[src/rtl/wptr_full_ctl.sv]
// Write-side pointer and flag control for an asynchronous FIFO: Gray/binary write
// pointer, full / almost-full / occupancy flags against the synchronized read pointer.
module wptr_full_ctl #(
  parameter int ADDRSIZE    = 4,
  parameter int AFULL_LEVEL = 12
) (
  input  logic                wclk,
  input  logic                wrst,
  input  logic                winc,
  input  logic [ADDRSIZE:0]   wq2_rptr,
  input  logic                wovf_clr,
  output logic [ADDRSIZE-1:0] waddr,
  output logic [ADDRSIZE:0]   wptr,
  output logic                wfull,
  output logic                walmost_full,
  output logic [ADDRSIZE:0]   wlevel,
  output logic                wovf
);

  localparam logic [ADDRSIZE:0] AFULL_THR = (ADDRSIZE+1)'(AFULL_LEVEL);

  function automatic logic [ADDRSIZE:0] bin2gray(input logic [ADDRSIZE:0] b);
    return (b >> 1) ^ b;
  endfunction

  function automatic logic [ADDRSIZE:0] gray2bin(input logic [ADDRSIZE:0] g);
    logic [ADDRSIZE:0] b;
    b[ADDRSIZE] = g[ADDRSIZE];
    for (int i = ADDRSIZE - 1; i >= 0; i--) begin
      b[i] = b[i+1] ^ g[i];
    end
    return b;
  endfunction

  logic [ADDRSIZE:0] wbin_q, wbin_d;
  logic [ADDRSIZE:0] wptr_q, wptr_d;
  logic [ADDRSIZE:0] wlevel_q, wlevel_d;
  logic              wfull_q, wfull_d;
  logic              walmost_full_q, walmost_full_d;
  logic              wovf_q, wovf_d;

  logic              accept;
  logic [ADDRSIZE:0] wbinnext;
  logic [ADDRSIZE:0] wgraynext;
  logic [ADDRSIZE:0] rbin_s;
  logic [ADDRSIZE:0] occ;
  logic [ADDRSIZE:0] rptr_full_pat;

  always_comb begin
    accept         = winc & ~wfull_q;
    wbinnext       = wbin_q + {{ADDRSIZE{1'b0}}, accept};
    wgraynext      = bin2gray(wbinnext);
    rbin_s         = gray2bin(wq2_rptr);
    // Modular difference stays correct across pointer wrap.
    occ            = wbinnext - rbin_s;
    rptr_full_pat  = {~wq2_rptr[ADDRSIZE:ADDRSIZE-1], wq2_rptr[ADDRSIZE-2:0]};
    wbin_d         = wbinnext;
    wptr_d         = wgraynext;
    wfull_d        = (wgraynext == rptr_full_pat);
    walmost_full_d = (occ >= AFULL_THR);
    wlevel_d       = occ;
    // Set has priority over clear so an overflow is never lost.
    wovf_d         = (winc & wfull_q) | (wovf_q & ~wovf_clr);
  end

  always_ff @(posedge wclk) begin
    if (wrst) begin
      wbin_q         <= '0;
      wptr_q         <= '0;
      wfull_q        <= 1'b0;
      walmost_full_q <= 1'b0;
      wlevel_q       <= '0;
      wovf_q         <= 1'b0;
    end else begin
      wbin_q         <= wbin_d;
      wptr_q         <= wptr_d;
      wfull_q        <= wfull_d;
      walmost_full_q <= walmost_full_d;
      wlevel_q       <= wlevel_d;
      wovf_q         <= wovf_d;
    end
  end

  assign waddr        = wbin_q[ADDRSIZE-1:0];
  assign wptr         = wptr_q;
  assign wfull        = wfull_q;
  assign walmost_full = walmost_full_q;
  assign wlevel       = wlevel_q;
  assign wovf         = wovf_q;

endmodule

[config.mk]
export PLATFORM = sky130hd
export DESIGN_NAME = wptr_full_ctl
export DESIGN_NICKNAME = d
export VERILOG_FILES = /design/src/rtl/wptr_full_ctl.sv
export SDC_FILE = /design/constraint.sdc
export NUM_CORES = 1
export LEC_CHECK = 0
export BUFFER_PORTS_ARGS = -buffer_cell sky130_fd_sc_hd__buf_2
export CORE_MARGIN = 2
export CORE_UTILIZATION = 30
export DETAILED_ROUTE_END_ITERATION = 6
export PLACE_DENSITY = 0.52
export SLEW_MARGIN = 20
export SYNTH_ARGS = -nofsm -noshare
export SYNTH_HDL_FRONTEND = slang
export SYNTH_SLANG_ARGS = --single-unit
[constraint.sdc]
create_clock -name wclk -period 2.7 [get_ports wclk]
set_input_delay 0.81 -clock wclk [delete_from_list [all_inputs] [get_ports wclk]]
set_output_delay 0.81 -clock wclk [all_outputs]
set_load 0.02 [all_outputs]
==> results of run 1 <==
==> per-layer routing <==
metal / GRT usage, % / vias to the layer above / wire length [um]
met4: 7.317 / 0 / 46
met2: 16.67 / 13 / 742
met5: 0 / - / 0
met3: 2.576 / 4 / 55
met1: 13.54 / 279 / 701
li1: - / 335 / -
==> critical path, stage by stage <==
cell       delay [ps]
buf_2             130
xnor2_4           200
xor2_2            220
xor2_2            200
xnor2_1           150
ha_2              210
fa_2              200
inv_1              40
a21o_1            170
a21oi_2           140
xor2_1            190
o2bb2ai_1          90
==> layout make-up <==
cell class / instances / area (um^2) / share of cell area [%]
Clock buffer: 3 / 22.52 / 2.002
Clock inverter: 1 / 5.005 / 0.4449
Inverter: 6 / 22.52 / 2.002
Multi-Input combinational cell: 56 / 466.7 / 41.49
Sequential cell: 17 / 340.3 / 30.26
Tap cell: 30 / 37.54 / 3.337
Timing Repair Buffer: 39 / 230.2 / 20.47
==> report_power, final <==
group | switching (mW) | internal, mW
Combinational | 0.138 | 0.129
Sequential | 0.00768 | 0.282
Clock | 0.0776 | 0.0551
==> cells in the mapped netlist (all sizes together) (2+ instances only) <==
| cell type | count |
|---|---|
| nand3 | 3 |
| dfxtp | 17 |
| xor2 | 8 |
| ha | 6 |
| nor2 | 12 |
| nor2b | 3 |
| a21o | 2 |
| clkbuf | 2 |
| a21oi | 4 |
| xnor2 | 12 |
| inv | 6 |
==> kinds of logic after synthesis <==
kind of cell,Yosys count,synth area share [%]
AOI/OAI and AO/OA,7,5.512
xor gates and xnor gates,20,22.99
adders and majority gates,7,11.97
buffers and inverters,8,3.780
DFF,17,42.84
and+or+nand+nor,22,12.91
==> per-stage QoR <==
stage / area (um^2) / setup WS (ps) / total power [mW] / hold WS [ps]
after CTS: 1102 / 70.74 / 0.6954 / 477.5
after detailed placement: 1075 / -227.5 / 0.5617 / 461.0
after global routing: 1125 / 13.36 / 0.7384 / 500.7
after floorplan: 822.0 / 4.224 / 0.4653 / 542.5
after global placement: 1075 / -184.6 / 0.5595 / 451.0
final: 1125 / 153.0 / 0.6898 / 470.3
==> state kept, by name (all words and copies together), names as in the netlist <==
name,cells
wbin_q,5
walmost_full,1
wptr,4
wfull,1
wovf,1
wlevel,5
==> final timing paths <==
check	startpoint	cells past startpoint	to	slack (ps)
max reg2reg	wfull	10	walmost_full	580
min	wovf	2	wovf	470
min reg2reg	wovf	2	wovf	470
max	wq2_rptr[4]	12	walmost_full	150
==> repair_timing <==
| item | 4_1_cts | 5_1_grt |
|---|---|---|
| hold buffers | 0 | 0 |
| setup buffers | 0 | 1 |
| endpoints found under the setup margin | 0 | 2 |
| gates resized for setup | 0 | 2 |
==> impl_metrics.csv, run 1 <==
group,metric,value,unit
synth,synth_cell_types,18,
global_route,antenna_found_initial,0,
pwr,ir_drop,0.2391,mV
synth,ys_warn_count,0,
drt,viasPerCell,4.151,
synth,syn-num-nets,97,
setup_path,worst-endpoint-arrival,2730,ps
layout,fin_cells,152,
timing,rsz0062_at_grt,"false",
floorplan,num_io_pins,26,
floorplan,die_h,55.46,um
synth,syn_avg_cell_area,9.809,um^2
global_route,grt_max_degree,18,
flow_run,maxCapViolCount,0,
timing,fin_crit_sh,94.33,%
drt,drc,0,
timing,slew_headroom,80.05,%
synth,synth_edf_count,0,
setup_path,crit_type,"in2reg",
drt,wl,1545,um
outcome,status,"finished, final reports clean",
drt,vias,631,
synth,synth_top_area_share,42.83,%
layout,nets,139,
global_route,grt_pass1_wl,2594,um
layout,final_common_cell,"buf_2",
clock_tree,clockRootBuffer,"clkbuf_4",
setup_path,cp-end-kind,"flip-flop",
global_route,grt_overflow,0,
global_route,grt_use_total,10.92,%
timing,fin_skew,3.702,ps
floorplan,core-area,0.002500,mm^2
placement,place.gp.congestion,0.6898,
min_path,holdCritPathClass,"reg2reg",
clock_tree,numCtsBuffers,3,
clock_tree,cts_sinks,17,
placement,dp_hpwl,1284,um
setup_path,critPathLaunchType,"input pin",
layout,antenna_cells,0,
timing,finalSetupTns,0,ps
clock_tree,htree_levels,1,
synth,syn-cell-area,794.5,um^2
synth,synth_largest_area_cell,"dfxtp_1",
global_route,grt_pass1_vias,624,
placement,portBuffers,25,
pwr,power.density,613.2,mW/mm^2
clock_tree,cts.path.max_buffers,2,
timing,worst_pin_slew,299.2,ps
synth,synthTopCellsByArea,"dfxtp_1, xnor2_1, ha_1",
drt,dr.pass1.iters,2,
floorplan,start_util,31.78,%
placement,dpl.cell_count,147,
setup_path,path_max_fanout,2,
clock_tree,cts.reportedPaths.clkPinSlew,100,ps
clock_tree,clkLatencyLatePin,290,ps
timing,max_freq,392.6,MHz
clock_tree,cts_tree,"built",
synth,synth_seq_cells,17,
synth,synth_ff_type,"dfxtp_1",
layout,n_fill_cell,257,
synth,async_flop_share,0,%
layout,syn2layout_area_growth,41.57,%
timing,hold_viol,0,
floorplan,die_x,55.46,um
drt,drtIter0Drc,8,
layout,drive_above_1_share,40.98,%
timing,fin_crit,2547,ps
synth,synthCells,81,
drt,ant_nets,0,
timing,finalSetupViolCount,0,
layout,utilization,45.00,%
drt,wl_per_cell,10.16,um
synth,synth_seq_area_share,42.83,%
floorplan,die_area,0.003076,mm^2
floorplan,fp-row-count,18,
layout,mostFrequentLayoutCells,"buf_2, dfxtp_1, buf_4",
setup_path,required,2880,ps
timing,drv_slew,0,
pwr,power.leakage,0.5599,nW
(Power assumes the default switching activity.)
==> run 2: changes to the inputs <==
Settings changed: PLACE_DENSITY 0.52 to 0.61.
==> impl_metrics.csv, run 2 (synthesis gave the netlist of run 1 again) <==
group,metric,value,unit
timing,fin_skew,3.105,ps
setup_path,crit_buf_inv,2,
drt,wl_per_cell,10.09,um
layout,antenna_cells,0,
pwr,swShare,32.61,%
setup_path,critPathLaunchType,"input pin",
timing,max_freq,390.8,MHz
global_route,grt_max_degree,18,
clock_tree,cts.reportedPaths.clkPinSlew,100,ps
floorplan,core-area,0.002500,mm^2
timing,hold_viol,0,
setup_path,required,2880,ps
timing,slew_headroom,80.30,%
setup_path,path_max_fanout,2,
clock_tree,htree_levels,1,
flow_run,maxCapViolCount,0,
drt,wl,1523,um
clock_tree,hold_buffers,0,
min_path,hp-start,"wovf",
pwr,power,0.6908,mW
floorplan,die_h,55.46,um
setup_path,regToRegEndpoint,"wlevel[3]",
timing,fin_crit_sh,94.77,%
setup_path,cp-end-kind,"flip-flop",
floorplan,fp-row-count,18,
clock_tree,cts_tree,"built",
clock_tree,cts.path.max_buffers,2,
floorplan,num_io_pins,26,
drt,ant_nets,0,
setup_path,path_delay_family,"XOR/XNOR gates",
timing,worst_pin_slew,295.5,ps
layout,final_common_cell,"buf_2",
min_path,whs_path_depth,2,
pwr,pwr-share-comb,38.6,%
setup_path,worst-endpoint-arrival,2740,ps
setup_path,path_cells,"buf_2 -> xnor2_4 -> xor2_2 -> xor2_2 -> xnor2_1 -> ha_2 -> fa_2 -> inv_1 -> a21o_1 -> a21oi_2 -> xor2_1 -> o2bb2ai_1",
timing,fin_crit,2559,ps
timing,finalSetupTns,0,ps
setup_path,path_depth,12,
setup_path,cpPeakStageDelay,210,ps
setup_path,slowest_stage,"xor2_2",
drt,drtIter0Drc,2,
drt,dr.pass1.iters,2,
pwr,power.leakage,0.5550,nW
min_path,holdCritPathClass,"reg2reg",
pwr,power_switching,0.2253,mW
setup_path,r2r_setup_slack,620,ps
timing,finalSetupViolCount,0,
layout,nets,138,
clock_tree,post_cts_buffers,0,
clock_tree,cts_sinks,17,
setup_path,r2r_cells,9,
layout,mostFrequentLayoutCells,"buf_2, dfxtp_1, buf_4",
clock_tree,clockRootBuffer,"clkbuf_4",
global_route,grt_use_total,10.87,%
clock_tree,numCtsBuffers,3,
floorplan,die_area,0.003076,mm^2
placement,portBuffers,25,
outcome,status,"finished, final reports clean",
pwr,power.density,618.3,mW/mm^2
global_route,grt_pass1_wl,2601,um
timing,rsz0062_at_grt,"false",
setup_path,cp_common_cell,"xor2_2",
layout,drive_above_1_share,40.50,%
pwr,seqPwrFrac,42.1,%
layout,syn2layout_area_growth,40.63,%
global_route,grt_overflow,0,
pwr,p_clk_share,19.3,%
floorplan,start_util,31.78,%
placement,place.gp.congestion,0.8013,
global_route,antenna_found_initial,0,
placement,dp_hpwl,1289,um
drt,viasPerCell,4.272,
floorplan,die_x,55.46,um
global_route,grt_pass1_vias,615,
timing,fin_hold_ws,479.7,ps
pwr,p_int,0.4656,mW
drt,vias,645,
pwr,ir_drop,0.2835,mV
timing,drv_slew,0,
setup_path,reg2reg_from,"wfull",
setup_path,crit_type,"in2reg",
clock_tree,clkLatencyLatePin,290,ps
drt,drc,0,
min_path,min_to,"wovf",
==> run 2: changes by cell type in the layout (fill, tap and decap cells not counted), sizes merged <==
cell / previous run / this run
buf: 39 / 38
==> run 2: tightest hold or removal path, stage by stage, from the launching register on <==
cell      delay [ps]
dfxtp_1          320
nand2b_1          60
a21oi_1           60
==> run 2: through the flow <==
step                std cells  setup slack [ps]  util, %  area (um^2)
floorplan                  81             4.224        -        822.0
global placement          147            -157.0    42.99         1075
detailed placement        147            -234.4    42.99         1075
CTS                       151             80.99    44.09         1102
global route              151             25.55    44.69         1117
finish                    151             141.1    44.69         1117
==> run 2: how the worst max path moves through the flow <==
stage | to | startpoint
finish | walmost_full | wq2_rptr[4]
global placement | walmost_full | wq2_rptr[4]
detailed placement | walmost_full | wq2_rptr[4]
floorplan | walmost_full | wq2_rptr[4]
CTS | walmost_full | wq2_rptr[4]
global route | walmost_full | wq2_rptr[4]
==> run 2: power groups by stage <==
stage / logic (mW) / clock network, mW / registers, mW
floorplan: 0.126 / 0 / 0.339
global placement: 0.262 / 0 / 0.296
CTS: 0.268 / 0.139 / 0.292
global route: 0.292 / 0.152 / 0.295
finish: 0.267 / 0.133 / 0.291
detailed placement: 0.267 / 0 / 0.297
==> run 2: final cells by class <==
type	count	area, um^2
Clock buffer	3	22.52
Clock inverter	1	5.005
Fill cell	250	1383
Inverter	6	22.52
Multi-Input combinational cell	56	466.7
Sequential cell	17	340.3
Tap cell	30	37.54
Timing Repair Buffer	38	222.7
==> run 2: per-layer routing <==
metal / vias to the layer above / routed length (um) / GRT usage, %
met3: 4 / 69 / 3.044
met4: 0 / 40 / 7.317
li1: 333 / - / -
met5: - / 0 / 0
met1: 294 / 642 / 11.98
met2: 14 / 771 / 18.03
==> run 2: timing repair <==
item,CTS,global route
hold endpoints to repair,0,0
endpoints found under the setup margin,0,2
resized for setup,0,2
